## src/rtl/piso_tx.sv

```systemverilog
// Parallel-in serial-out transmitter feeding the sipo shift stage.
// Accepts words over valid/ready and streams one bit per clock, with a one-word holding buffer.
//
// state | meaning
// IDLE  | no frame in flight, ser_out parked at 0
// SHIFT | driving frame bits, cnt counts bits already sent in this frame
module piso_tx #(
  parameter int WIDTH     = 4,
  parameter bit MSB_FIRST = 1'b0
) (
  input  logic             clk,
  input  logic             rst_n,
  input  logic [WIDTH-1:0] in_data,
  input  logic             in_valid,
  output logic             in_ready,
  output logic             ser_out,
  output logic             ser_valid,
  output logic             ser_last,
  output logic             busy
);

  localparam int CW = $clog2(WIDTH);
  localparam logic [CW-1:0] CNT_LAST = CW'(WIDTH - 1);

  typedef enum logic {IDLE, SHIFT} state_t;

  state_t           state, state_n;
  logic [WIDTH-1:0] sh, sh_n;
  logic [WIDTH-1:0] hold, hold_n;
  logic [CW-1:0]    cnt, cnt_n;
  logic             hold_full, hold_full_n;
  logic             accept, at_end, load, load_from_hold;

  always_comb begin
    accept         = in_valid & in_ready;
    at_end         = (state == SHIFT) && (cnt == CNT_LAST);
    load           = ((state == IDLE) || at_end) && (hold_full || accept);
    load_from_hold = load & hold_full;

    state_n     = state;
    sh_n        = sh;
    cnt_n       = cnt;
    hold_n      = hold;
    hold_full_n = hold_full;

    if (load) begin
      sh_n    = load_from_hold ? hold : in_data;
      cnt_n   = '0;
      state_n = SHIFT;
    end else if (state == SHIFT) begin
      if (at_end) begin
        state_n = IDLE;
      end else begin
        sh_n  = MSB_FIRST ? (sh << 1) : (sh >> 1);
        cnt_n = cnt + 1'b1;
      end
    end

    // in_ready implies hold is empty, so draining and refilling never coincide
    if (load_from_hold)
      hold_full_n = 1'b0;
    if (accept && !(load && !hold_full)) begin
      hold_n      = in_data;
      hold_full_n = 1'b1;
    end
  end

  always_ff @(posedge clk) begin
    if (!rst_n) begin
      state     <= IDLE;
      sh        <= '0;
      cnt       <= '0;
      hold      <= '0;
      hold_full <= 1'b0;
      in_ready  <= 1'b0;
      ser_out   <= 1'b0;
      ser_valid <= 1'b0;
      ser_last  <= 1'b0;
      busy      <= 1'b0;
    end else begin
      state     <= state_n;
      sh        <= sh_n;
      cnt       <= cnt_n;
      hold      <= hold_n;
      hold_full <= hold_full_n;
      in_ready  <= ~hold_full_n;
      ser_out   <= (state_n == SHIFT) ? (MSB_FIRST ? sh_n[WIDTH-1] : sh_n[0]) : 1'b0;
      ser_valid <= (state_n == SHIFT);
      ser_last  <= (state_n == SHIFT) && (cnt_n == CNT_LAST);
      busy      <= (state_n == SHIFT) || hold_full_n;
    end
  end

endmodule

```

## config.mk

```make
export PLATFORM = sky130hd
export DESIGN_NAME = piso_tx
export DESIGN_NICKNAME = d
export VERILOG_FILES = /design/src/rtl/piso_tx.sv
export SDC_FILE = /design/constraint.sdc
export NUM_CORES = 1
export LEC_CHECK = 0
export BUFFER_PORTS_ARGS = -buffer_cell sky130_fd_sc_hd__buf_2
export CORE_ASPECT_RATIO = 0.9
export CORE_MARGIN = 4
export CORE_UTILIZATION = 40
export DETAILED_ROUTE_END_ITERATION = 8
export GPL_TIMING_DRIVEN = 0
export PLACE_DENSITY_LB_ADDON = 0.1
export SLEW_MARGIN = 15
export SYNTH_ARGS = -nofsm -noshare
export SYNTH_HDL_FRONTEND = slang
export SYNTH_SLANG_ARGS = --single-unit
```

## constraint.sdc

```tcl
create_clock -name clk -period 2.57 [get_ports clk]
set_input_delay 0.257 -clock clk [delete_from_list [all_inputs] [get_ports clk]]
set_output_delay 0.257 -clock clk [all_outputs]
set_load 0.03 [all_outputs]
```

==> flow_summary.yaml <==
critical_path:
  cp.required_ns: 2.75
  slowest_delay_ns: 0.37
  reg2regPathDepth: 5
  crit_slowest_cell: "dfxtp_1"
  path_class: "reg -> reg"
  reg2reg_to: "hold_full$_SDFF_PN0_"
  arrival_ns: 1.49
  reg2reg_from: "cnt[0]$_SDFF_PN0_"
  r2r_slack_ns: 1.26
  critPathCaptureType: "flop"
  cp_cell_sequence: "ha_1 > nor2b_1 > buf_6 > maj3_2 > and2_1"
  critPathLaunchType: "flop"
  worst-path-max-fanout: 8
floorplan:
  placementRows: 13
  die_x_um: 50.3
  start_util: 0.434
  core_area_mm2: 0.00148
  die_area_mm2: 0.00231
  die_h_um: 46.0
  io_pins: 12
detailed_routing:
  drt_first_pass_iters: 4
  routed_wl_mm: 1.18
  avgViaCountPerCell: 4.74
  antenna_left: 0
  routedWlPerCell_um: 11.4
  via_count: 488
  drt_iter0_drc: 8
  drcViolationCount: 0
yosys:
  ys_ff_latch: 15
  yosysMostFrequentCell: "dfxtp_1"
  ys_seq_area_frac: 0.467
  syn_inst: 66
  synthTopCellsByArea: "dfxtp_1 (47%), mux2i_1 (7.8%), nand2_1 (5.8%)"
  yosys.area.top_type: "dfxtp_1"
  syn_avg_cell_area_um2: 9.74
  yosysWarnings: 0
  syn_nets: 74
  async_reset_ff_frac: 0
  synth_top_area_frac: 0.467
  ys_types: 27
  yosys-top-cells-count: "dfxtp_1 (15), nand2_1 (10), mux2i_1 (5), a211oi_1 (4), nor2_1 (4)"
  synth_edf_count: 0
  synth_flop_cell: "dfxtp_1"
  syn_area_um2: 643
worst_hold_path:
  hold_path_end: "hold[3]$_SDFFE_PN0P_"
  hold_path_class: "in -> reg"
  hold_path_depth: 3
  min_from: "in_data[3]"
sta:
  rsz0062_at_grt: "no"
  slew_headroom: 0.737
  worstMarginPinSlew_ns: 0.395
  period_needed_ns: 1.31
  holdWs_ns: 0.219
  hold_violations: 0
  slew_violations: 0
  skew_ns: 0.00194
  post-route-period-util: 0.509
  timing.fmax_mhz: 764
  fin_tns_setup_ns: 0
  setup_violations: 0
placement:
  dpl.hpwl_um: 917
  place_congestion: 0.761
  port_buffers: 11
cts:
  htree_levels: 1
  cts_setup_buffers: 0
  clk_path_buf_depth: 2
  clk_latency_ns: 0.28
  path_clk_slew_ns: 0.09
  cts_resized: 0
  cts_hold_buf: 0
  cts.sinks: 15
  cts_root_buf: "clkbuf_4"
  cts_tree: "done"
  cts_buffers: 3
layout:
  drive_gt1_frac: 0.284
  fill_cells: 147
  fin_nets: 90
  antennaDiodeCount: 0
  area_growth_pct: 16.9
grt:
  antenna_found_initial: 0
  grt_pass1_wl_mm: 1.97
  grt_max_degree: 11
  grt_remaining_overflow: 0
  track_usage: 0.121
  first_global_vias: 449
pwr:
  leakage_nw: 0.341
  cellPowerDensity_mw_per_mm2: 606
  power_w: 0.000455
  peakVddDrop_v: 0.000425
run_status:
  outcome: "complete, no violations"
flow_run:
  maxCapViolations: 0
==> area by class of cell <==
type	instances	area, um^2	share of cell area
repair buffers	11	55.1	0.0732
inverters	2	7.51	0.00998
multi-input cells	47	320	0.426
flip-flops and latches	15	300	0.399
plain buffers	2	15.0	0.0200
clock buffers	4	26.3	0.0349
well taps	22	27.5	0.0366
==> kinds of logic after synthesis <==
group / after synthesis / share of synthesized area
AO/OA/AOI/OAI: 13 / 0.165
adder cells (fa/ha/maj): 2 / 0.0370
buffers and inverters: 4 / 0.0350
flip-flops: 15 / 0.467
multiplexers: 5 / 0.0778
AND/OR/NAND/NOR: 27 / 0.218
==> through the flow <==
stage | utilization | setup slack [ns] | cell area [um^2] | std cells
global placement | 0.490 | 1.28 | 726 | 99
detailed placement | 0.490 | 1.28 | 726 | 99
CTS | 0.508 | 1.27 | 752 | 103
global route | 0.508 | 1.20 | 752 | 103
finish | 0.508 | 1.26 | 752 | 103
floorplan | - | 1.32 | 643 | 66
==> flip-flops by register name (all words and copies together) (netlist names) <==
signal	cells
busy	1
cnt	2
hold	4
hold_full	1
in_ready	1
ser_last	1
ser_out	1
sh	3
state	1
==> worst max-delay path, delay by kind of cell, from the launching register on <==
family,cells,cell delay [ns]
buffers and inverters,1,0.14
AND/OR/NAND/NOR,2,0.21
flip-flops,1,0.37
adder cells (fa/ha/maj),2,0.49
==> power by group <==
| part | switching (W) | total (W) | internal (W) |
|---|---|---|---|
| Combinational | 0.0000404 | 0.0000690 | 0.0000286 |
| Clock | 0.0000739 | 0.000134 | 0.0000602 |
| Sequential | 0.00000785 | 0.000252 | 0.000244 |
==> layout by cell type (no fill, tap or decap), drive strengths merged, types with 3 or more instances in the layout <==
master  Yosys  routed
clkbuf      1       5
buf         1      12
and2        3       3
a211oi      4       4
nand2      10      10
dfxtp      15      15
nor2        4       4
mux2i       5       5
o21ai       4       4
==> how the worst max path moves through the flow <==
stage,startpoint,end,slack [ns],cells after the start
2_1_floorplan,state$_SDFF_PN0_,hold_full$_SDFF_PN0_,1.32,4
3_3_place_gp,cnt[0]$_SDFF_PN0_,hold_full$_SDFF_PN0_,1.28,5
3_5_place_dp,cnt[0]$_SDFF_PN0_,hold_full$_SDFF_PN0_,1.28,5
4_1_cts,cnt[0]$_SDFF_PN0_,hold_full$_SDFF_PN0_,1.27,5
5_1_grt,cnt[0]$_SDFF_PN0_,hold_full$_SDFF_PN0_,1.20,5
6_report,cnt[0]$_SDFF_PN0_,hold_full$_SDFF_PN0_,1.26,5
==> metal layers <==
layer,vias to the layer above,GRT usage,wire [um]
met3,2,0.0590,59
met5,-,0,0
li1,263,-,-
met1,214,0.150,598
met2,9,0.180,510
met4,0,0.0497,10
Note: power is estimated with default switching activity, not from simulation.
